==> src/rtl/tone_pkg.sv <==
// Shared definitions for the reference-tone writer.
// The pitch table is also used by the tuner's detector.
package tone_pkg;

    typedef enum logic [1:0] {
        ST_IDLE = 2'd0,
        ST_PLAY = 2'd1,
        ST_GAP  = 2'd2
    } tone_state_e;

    localparam logic [2:0] STR_E2 = 3'd0;
    localparam logic [2:0] STR_A2 = 3'd1;
    localparam logic [2:0] STR_D3 = 3'd2;
    localparam logic [2:0] STR_G3 = 3'd3;
    localparam logic [2:0] STR_B3 = 3'd4;
    localparam logic [2:0] STR_E4 = 3'd5;

    localparam int NUM_STRINGS = 6;

    // inc = f * 2^32 / 48000 for each open string
    localparam logic [31:0] PHASE_INC [0:NUM_STRINGS-1] = '{
        32'd7373645,
        32'd9842633,
        32'd13138305,
        32'd17537783,
        32'd22095996,
        32'd29494614
    };

    function automatic logic string_valid(input logic [2:0] sel);
        return (sel <= STR_E4);
    endfunction

    // Invalid selections step nowhere so the accumulator stays put.
    function automatic logic [31:0] phase_inc(input logic [2:0] sel);
        logic [31:0] inc;
        inc = '0;
        unique case (sel)
            STR_E2:  inc = PHASE_INC[0];
            STR_A2:  inc = PHASE_INC[1];
            STR_D3:  inc = PHASE_INC[2];
            STR_G3:  inc = PHASE_INC[3];
            STR_B3:  inc = PHASE_INC[4];
            STR_E4:  inc = PHASE_INC[5];
            default: inc = '0;
        endcase
        return inc;
    endfunction

endpackage

==> src/rtl/tone_wave_gen.sv <==
// Phase-to-sample shaper: square or triangle, scaled by volume.
// Purely combinational; muted output is forced to zero.
module tone_wave_gen #(
    parameter int TRI_SHIFT = 10
) (
    input  logic [31:0] phase,
    input  logic        wave_sel,
    input  logic [2:0]  volume,
    input  logic        mute,
    output logic [31:0] sample
);

    localparam logic [31:0] BASE_AMP = 32'd1 << (30 - TRI_SHIFT);
    localparam logic [31:0] TRI_MID  = 32'h4000_0000;

    logic [30:0]        tri_t;
    logic signed [31:0] tri_c;
    logic signed [31:0] tri_s;
    logic [31:0]        sq_amp;
    logic [31:0]        sq_s;

    // Shape the current phase into a signed sample
    always_comb begin
        tri_t  = phase[31] ? ~phase[30:0] : phase[30:0];
        tri_c  = $signed({1'b0, tri_t} - TRI_MID);
        tri_s  = (tri_c >>> TRI_SHIFT) <<< volume;
        sq_amp = BASE_AMP << volume;
        sq_s   = phase[31] ? (~sq_amp + 32'd1) : sq_amp;
        sample = '0;
        if (!mute) begin
            sample = wave_sel ? tri_s : sq_s;
        end
    end

endmodule

==> src/rtl/tone_writer.sv <==
// Reference-tone generator writing into the audio output FIFO.
// Pacing comes from FIFO backpressure: one sample per write.
module tone_writer
    import tone_pkg::*;
#(
    parameter int unsigned BURST_LEN = 48000,
    parameter int unsigned GAP_LEN   = 12000,
    parameter int          TRI_SHIFT = 10
) (
    input  logic        CLOCK_50,
    input  logic        reset,
    input  logic        enable,
    input  logic [2:0]  string_sel,
    input  logic        wave_sel,
    input  logic [2:0]  volume,
    input  logic        audio_out_allowed,
    output logic        write_audio_out,
    output logic [31:0] left_channel_audio_out,
    output logic [31:0] right_channel_audio_out,
    output logic        busy
);

    localparam logic        BURSTY     = (BURST_LEN != 0);
    localparam logic [31:0] BURST_LAST = 32'(BURST_LEN - 1);
    localparam logic [31:0] GAP_LAST   = 32'(GAP_LEN - 1);

    tone_state_e state_q;
    logic [31:0] phase_q;
    logic [31:0] count_q;
    logic [31:0] sample_q;
    logic [2:0]  str_q;
    logic        wave_q;
    logic [2:0]  vol_q;

    logic [31:0] inc;
    logic [31:0] next_phase;
    logic        play_last;
    logic        gap_last;
    logic        restart;

    logic [31:0] wg_phase;
    logic        wg_wave;
    logic [2:0]  wg_vol;
    logic        wg_mute;
    logic [31:0] wg_sample;

    assign write_audio_out = ((state_q == ST_PLAY) || (state_q == ST_GAP))
                             && audio_out_allowed;

    assign left_channel_audio_out  = sample_q;
    assign right_channel_audio_out = sample_q;
    assign busy = (state_q != ST_IDLE);

    // Burst bookkeeping and the one shared wave-generator input mux
    always_comb begin
        inc        = phase_inc(str_q);
        next_phase = phase_q + inc;
        play_last  = BURSTY && (count_q == BURST_LAST);
        gap_last   = (count_q == GAP_LAST);
        restart    = 1'b0;
        if ((state_q == ST_IDLE) && enable) begin
            restart = 1'b1;
        end
        if ((state_q == ST_GAP) && enable && write_audio_out && gap_last) begin
            restart = 1'b1;
        end
        wg_phase = next_phase;
        wg_wave  = wave_q;
        wg_vol   = vol_q;
        wg_mute  = !string_valid(str_q);
        if (restart) begin
            wg_phase = '0;
            wg_wave  = wave_sel;
            wg_vol   = volume;
            wg_mute  = !string_valid(string_sel);
        end
    end

    tone_wave_gen #(
        .TRI_SHIFT (TRI_SHIFT)
    ) u_wave (
        .phase    (wg_phase),
        .wave_sel (wg_wave),
        .volume   (wg_vol),
        .mute     (wg_mute),
        .sample   (wg_sample)
    );

    // Play/gap sequencer, phase accumulator and sample register
    always_ff @(posedge CLOCK_50) begin
        if (reset) begin
            state_q  <= ST_IDLE;
            phase_q  <= '0;
            count_q  <= '0;
            sample_q <= '0;
            str_q    <= '0;
            wave_q   <= 1'b0;
            vol_q    <= '0;
        end else begin
            unique case (state_q)
                ST_IDLE: begin
                    if (enable) begin
                        str_q    <= string_sel;
                        wave_q   <= wave_sel;
                        vol_q    <= volume;
                        phase_q  <= '0;
                        count_q  <= '0;
                        sample_q <= wg_sample;
                        state_q  <= ST_PLAY;
                    end
                end
                ST_PLAY: begin
                    if (!enable) begin
                        sample_q <= '0;
                        count_q  <= '0;
                        state_q  <= ST_IDLE;
                    end else if (write_audio_out) begin
                        phase_q <= next_phase;
                        if (play_last) begin
                            sample_q <= '0;
                            count_q  <= '0;
                            state_q  <= ST_GAP;
                        end else begin
                            sample_q <= wg_sample;
                            count_q  <= count_q + 32'd1;
                        end
                    end
                end
                ST_GAP: begin
                    if (!enable) begin
                        sample_q <= '0;
                        count_q  <= '0;
                        state_q  <= ST_IDLE;
                    end else if (write_audio_out) begin
                        if (gap_last) begin
                            str_q    <= string_sel;
                            wave_q   <= wave_sel;
                            vol_q    <= volume;
                            phase_q  <= '0;
                            count_q  <= '0;
                            sample_q <= wg_sample;
                            state_q  <= ST_PLAY;
                        end else begin
                            count_q <= count_q + 32'd1;
                        end
                    end
                end
                default: begin
                    sample_q <= '0;
                    count_q  <= '0;
                    state_q  <= ST_IDLE;
                end
            endcase
        end
    end

endmodule

==> config.mk <==
export PLATFORM = sky130hd
export DESIGN_NAME = tone_writer
export DESIGN_NICKNAME = d
export VERILOG_FILES = /design/src/rtl/tone_pkg.sv /design/src/rtl/tone_wave_gen.sv /design/src/rtl/tone_writer.sv
export SDC_FILE = /design/constraint.sdc
export NUM_CORES = 1
export LEC_CHECK = 0
export CORE_MARGIN = 2
export CORE_UTILIZATION = 40
export DETAILED_ROUTE_END_ITERATION = 10
export SLEW_MARGIN = 20
export SYNTH_ARGS = -nofsm -noshare
export SYNTH_HDL_FRONTEND = slang
export SYNTH_HIERARCHICAL = 1
export SYNTH_SLANG_ARGS = --single-unit
==> constraint.sdc <==
create_clock -name CLOCK_50 -period 4.59 [get_ports CLOCK_50]
set_clock_uncertainty 0.2 [all_clocks]
set_input_delay 1.1475 -clock CLOCK_50 [delete_from_list [all_inputs] [get_ports CLOCK_50]]
set_output_delay 1.1475 -clock CLOCK_50 [all_outputs]
set_load 0.01 [all_outputs]
# == Word-level counts from Yosys, hierarchy flattened ==
# Index checks and enable logic that the tools add are counted.
# word_totals
regBits,105
in_bits,11
out_inout_bits,66
word_cells,110
# op_classes
n_addsub,4
n_lt_le_gt_ge,2
n_eq_ne,19
shifts,2
muxes,56
n_bitwise,2
n_reduce_logical,18
# ops
operator,count
two-way mux 32 bit,23
one-hot mux 32 bit (3 select lines),3
one-hot mux 25 bit (6 select lines),1
adder 32 x 1 -> 32 bit (second input constant),2
adder 32 bit,1
== test 32 x 14 -> 1 bit (second input constant),1
== test 32 x 16 -> 1 bit (second input constant),1
inverter 32 bit,1
<< shifter 21 x 3 -> 32 bit (first input constant),1
<<< shifter 22 x 3 -> 32 bit,1
subtractor 31 x 31 -> 32 bit (second input constant),1
two-way mux 31 bit,1
inverter 31 bit,1
two-way mux 3 bit,9
two-way mux 2 bit,7
inequality test 2 bit (second input constant),6
inequality test 3 bit (second input constant),4
one-hot mux 3 bit (2 select lines),2
AND reduction 5 bit,2
two-way mux 1 bit,8
AND reduction 7 bit,1
== test 3 x 2 -> 1 bit (second input constant),2
== test 3 bit (second input constant),2
less-or-equal comparator 3 bit (second input constant),2
other kinds (14),20

# == Depth between registers and ports, before layout ==
# logic_depth
depth_word,17
ltp_mapped,23
mapped_depth_nobuf,20

# == Modules after synthesis ==
# Netlist, hierarchy kept.
# modules_own_cells
mod,instances,cells_each,area_per_inst_um2,seq_area_each_um2
tone_writer,1,825,6522.5,2102.0
tone_wave_gen,1,169,1417.6,0.0

# == Least setup slack after synthesis ==
# Ideal clock, no wire load.
# synth_path
path_type,register to register
start,register str_q[2]
end,"register sample_q[13], in the netlist left_channel_audio_out[13]"
setup_time_ps,128
arrival_time_ps,4303
required_ps,4262
setup_slack_ps,-41
stages_incl_launch_ff,21
path_buffers,2
period_less_slack_ps,4631
cell_sequence,dfxtp_1 -> buf_4 -> clkbuf_1 -> nor2_1 -> a21oi_1 -> ha_1 -> a21oi_1 -> nand2_1 -> maj3_2 -> a2111o_1 -> a31oi_1 -> a21oi_1 -> a2111oi_2 -> xor2_1 -> nor2_1 -> mux4_1 -> mux2_2 -> nand2_1 -> o21ai_1 -> a22oi_1 -> nor2_1
# synth_between
elab_chain_cells,14
word_cells_on_any_way,27
classes_between,add/sub (2); order compare (1); eq/ne (5); shift (1); mux (15); bitwise (1); reduce/logical (2)
# synth_lines
element,line_no,rtl
from (decl),tone_writer.sv:31,logic [2:0] str_q;
from (signal assigned),tone_writer.sv:103,str_q <= string_sel;
from (signal assigned),tone_writer.sv:136,str_q <= string_sel;
== test 3 bit (tied with other cells),tone_pkg.sv:38,unique case (sel)
one-hot mux 25 bit (6 select lines) (*),tone_pkg.sv:38,
adder 32 bit (*),tone_writer.sv:57,next_phase = phase_q + inc;
two-way mux 32 bit (*),tone_writer.sv:71,if (restart) begin
via wg_phase[23],tone_writer.sv:41,logic [31:0] wg_phase;
inverter 31 bit,tone_wave_gen.sv:24,tri_t = phase[31] ? ~phase[30:0] : phase[30:0];
two-way mux 31 bit (*),tone_wave_gen.sv:24,
subtractor 31 x 31 -> 32 bit (*),tone_wave_gen.sv:25,"tri_c = $signed({1'b0, tri_t} - TRI_MID);"
<<< shifter 22 x 3 -> 32 bit (*),tone_wave_gen.sv:26,tri_s = (tri_c >>> TRI_SHIFT) <<< volume;
two-way mux 32 bit (*),tone_wave_gen.sv:31,sample = wave_sel ? tri_s : sq_s;
two-way mux 32 bit (*),tone_wave_gen.sv:30,if (!mute) begin
via wg_sample[13],tone_writer.sv:45,logic [31:0] wg_sample;
two-way mux 32 bit (on tied branches),"tone_writer.sv:135, tone_writer.sv:119",
two-way mux 32 bit (on tied branches),"tone_writer.sv:134, tone_writer.sv:117",
two-way mux 32 bit (on tied branches),"tone_writer.sv:130, tone_writer.sv:113",
one-hot mux 32 bit (3 select lines) (*),tone_writer.sv:100,unique case (state_q)
to (signal assigned),tone_writer.sv:108,sample_q <= wg_sample;
to (signal assigned),tone_writer.sv:124,sample_q <= wg_sample;
to (signal assigned),tone_writer.sv:141,sample_q <= wg_sample;
to (decl),tone_writer.sv:30,logic [31:0] sample_q;
# The timed path passes the listed nets; every way through them passes the cells marked *. The select of a mux whose other input is x is not followed.
# A chain may end at the register's enable or synchronous reset.

# == Worst setup path in the final report ==
# layout_path
start,register str_q[0]
end,"register sample_q[22], in the netlist left_channel_audio_out[22]"
# Same word-level chain as after synthesis.

==> metrics.txt <==
maximum number of pins on one net before global-route repair 53; highest clock rate ~220 MHz; R2R Path Start str_q[0]; remaining antenna violation count 0; portion of total power attributed to the clock network between 20% and 30%; average wire per cell in the routed design 15.30 um; clock tree from TritonCTS yes; leakage power of the design about 3.6 nW; outcome finished, final reports clean; mean number of vias per cell between 5 and 6; post-synthesis instance area 7891 um^2; Crit Reg-Reg Endpoint left_channel_audio_out[22]; reg-to-reg slack, setup about 120 ps; Post-CTS Hold Buffers 0; Die H between 100 and 150 um; Internal about 2.1 mW; cells on worst reg2reg path 19; worst relative slew slack 31.26%; Worst Max-Slew Pin Slew just over 1000 ps; number of global-route vias before repair 6,616; Min-Delay Startpoint phase_q[9]; I/O pin total 77; detailed-route DRC error count 0; peak per-stage delay on the critical path roughly 510 ps; share of the clock period used by the worst path after layout 97.32%; number of hold-slack violations in the final timing report 0; share of final-layout standard cells stronger than drive strength 1 a little under a fifth; GRT Util Overall a little under a fifth; DP Worst Slack -147.6 ps; number of maximum-capacitance constraint violations 0; Critical Path Fanout Max 6; Psw around 1.3 mW; CP startpoint str_q[0]; Final Max Tran Viols 0; Gate power share a little under half; final global-route overflow total 0; Min-Delay Endpoint phase_q[9]; DPL Wire Length ~15,000 um; critical path type reg2reg; weighted congestion reported at the end of routability-driven placement about 0.9; cell type of the slowest stage on the worst timing path sky130_fd_sc_hd__mux4_2; Startpoint Class register; class of the worst hold path reg2reg; area of the placeable core between 15,000 and 20,000 um^2; effective utilization at floorplan between 40% and 50%; total power divided by cell area approximately 360 nW/um^2; number of buffers added by the clock tree synthesis step 9; Tmin final between 4000 and 5000 ps; first-pass GRT wire length approximately 33,000 um; depth of the CTS H-tree 3; clock-pin slew on the worst setup and hold paths 80 ps; Buf+Inv Stages, Crit Path 2; switching power as a share of total power 39.13%; series of cell instances along the critical path buf_6 > mux2i_1 > ha_1 > a21o_1 > a21oi_1 > nor2b_1 > a2111o_1 > a21boi_4 > o41ai_4 > a211oi_2 > buf_4 > xor2_2 > nor2_2 > mux4_2 > xnor2_2 > a21o_1 > o21ai_1 > a22oi_1 > nor2_1; latest clock arrival within the worst-skew pair around 360 ps; Post-Syn Area per Cell 8.028 um^2; relative contribution of sequential cells to total power ~30%; DR vias around 7.3k; number of clock sinks approximately 110; synthesized net count about 1.0k; most prevalent standard cell on the critical path sky130_fd_sc_hd__a21o_1; post-synthesis instance total a little under 1k; depth of the worst hold-timing path 2; most frequent cells in the layout 151 x sky130_fd_sc_hd__nor2_1, 102 x sky130_fd_sc_hd__dfxtp_1, 75 x sky130_fd_sc_hd__clkdlybuf4s50_1, 75 x sky130_fd_sc_hd__buf_4, 73 x sky130_fd_sc_hd__nand2_1; Die Span X about 140 um; Port-buffer cells 76; number of nets at the end of the flow around 1.1k; std cell rows slightly above 50; Yosys warning total 6; arrival time at the worst endpoint 4510 ps; tightest hold margin between 200 and 300 ps; drt total wl approximately 20,000 um; 1st-iter DRT viols between 300 and 400; number of antenna violations at the first check in global routing 1; Die Area around 21,000 um^2; Crit path max-delay family compound AO/OA/AOI/OAI gates; CP Capture Type register; setup TNS 0 ps; count of endpoints failing setup in the final report 0; Worst Setup Slack, final ~120 ps; most common cell after layout, fill and taps aside sky130_fd_sc_hd__nor2_1; Area Overhead vs Synth 22.04%; required time of the critical path about 4600 ps; first-pass detailed-route iteration total 5; Max Root-Sink Buffers 2; clock root buffer sky130_fd_sc_hd__clkbuf_16; peak supply drop between 0.15 and 0.2 mV; unrepaired setup endpoints after global routing true
==> flip-flops by register name, summed over array words and instances (netlist names) <==
name                    cells
state_q                     2
phase_q                    32
str_q                       3
vol_q                       3
count_q                    32
wave_q                      1
left_channel_audio_out     32
==> worst register-to-register path, cell delays in order, from the launching register on <==
cell and delay [ps]:
sky130_fd_sc_hd__dfxtp_4 390, sky130_fd_sc_hd__buf_6 140, sky130_fd_sc_hd__mux2i_1 220, sky130_fd_sc_hd__ha_1 300
sky130_fd_sc_hd__a21o_1 220, sky130_fd_sc_hd__a21oi_1 140, sky130_fd_sc_hd__nor2b_1 70, sky130_fd_sc_hd__a2111o_1 500
sky130_fd_sc_hd__a21boi_4 250, sky130_fd_sc_hd__o41ai_4 80, sky130_fd_sc_hd__a211oi_2 280, sky130_fd_sc_hd__buf_4 190
sky130_fd_sc_hd__xor2_2 150, sky130_fd_sc_hd__nor2_2 70, sky130_fd_sc_hd__mux4_2 510, sky130_fd_sc_hd__xnor2_2 200
sky130_fd_sc_hd__a21o_1 150, sky130_fd_sc_hd__o21ai_1 90, sky130_fd_sc_hd__a22oi_1 140, sky130_fd_sc_hd__nor2_1 50
==> what timing repair did <==
| item | CTS | global route |
|---|---|---|
| endpoints found under the setup margin | 8 | 32 |
| cloned | 1 | 1 |
| pin swaps | 13 | 40 |
| setup buffers | 6 | 7 |
| endpoints found under the hold margin | 0 | 0 |
| resized for setup | 9 | 56 |
==> power groups by stage <==
stage          sequential [mW]  combinational, mW  clock, mW
2_1_floorplan             1.04               1.10          0
3_3_place_gp              1.04               1.52          0
3_5_place_dp              1.04               1.53          0
4_1_cts                   1.02               1.55      0.815
5_1_grt                   1.03               1.78      0.851
6_report                  1.03               1.62      0.792
==> worst max path at each step <==
stage                                       to  slack, ps  cells after the start
detailed placement  left_channel_audio_out[13]       -150                     19
CTS                 left_channel_audio_out[22]         10                     20
global route        left_channel_audio_out[18]        -80                     19
floorplan           left_channel_audio_out[13]         40                     19
global placement    left_channel_audio_out[13]         10                     19
finish              left_channel_audio_out[22]        120                     19
==> through the flow <==
stage	instance area (um^2)	util [%]	std cells	total power, mW
3_3_place_gp	8935	46.06	1294	2.564
4_1_cts	9313	48.01	1317	3.387
2_1_floorplan	7893	-	983	2.136
3_5_place_dp	8935	46.06	1294	2.573
5_1_grt	9628	49.63	1325	3.667
6_report	9630	49.65	1326	3.441
==> layer usage <==
metal,part of all wire [%],vias to the layer above,track usage [%]
met3,4.1,17,2.815
li1,-,3628,-
met2,47,148,32.15
met5,0,-,0
met4,1.3,0,4.343
met1,47,3470,26.17
==> layout make-up <==
type / count / area (um^2)
diodes: 1 / 2.502
flip-flops and latches: 105 / 2111
clock inverters: 5 / 42.54
well taps: 265 / 331.6
clock buffers: 11 / 252.7
repair buffers: 156 / 1369
multi-input cells: 760 / 5435
fillers: 1901 / 9768
inverters: 23 / 86.33
No activity file was read; power rests on OpenSTA's default activity.
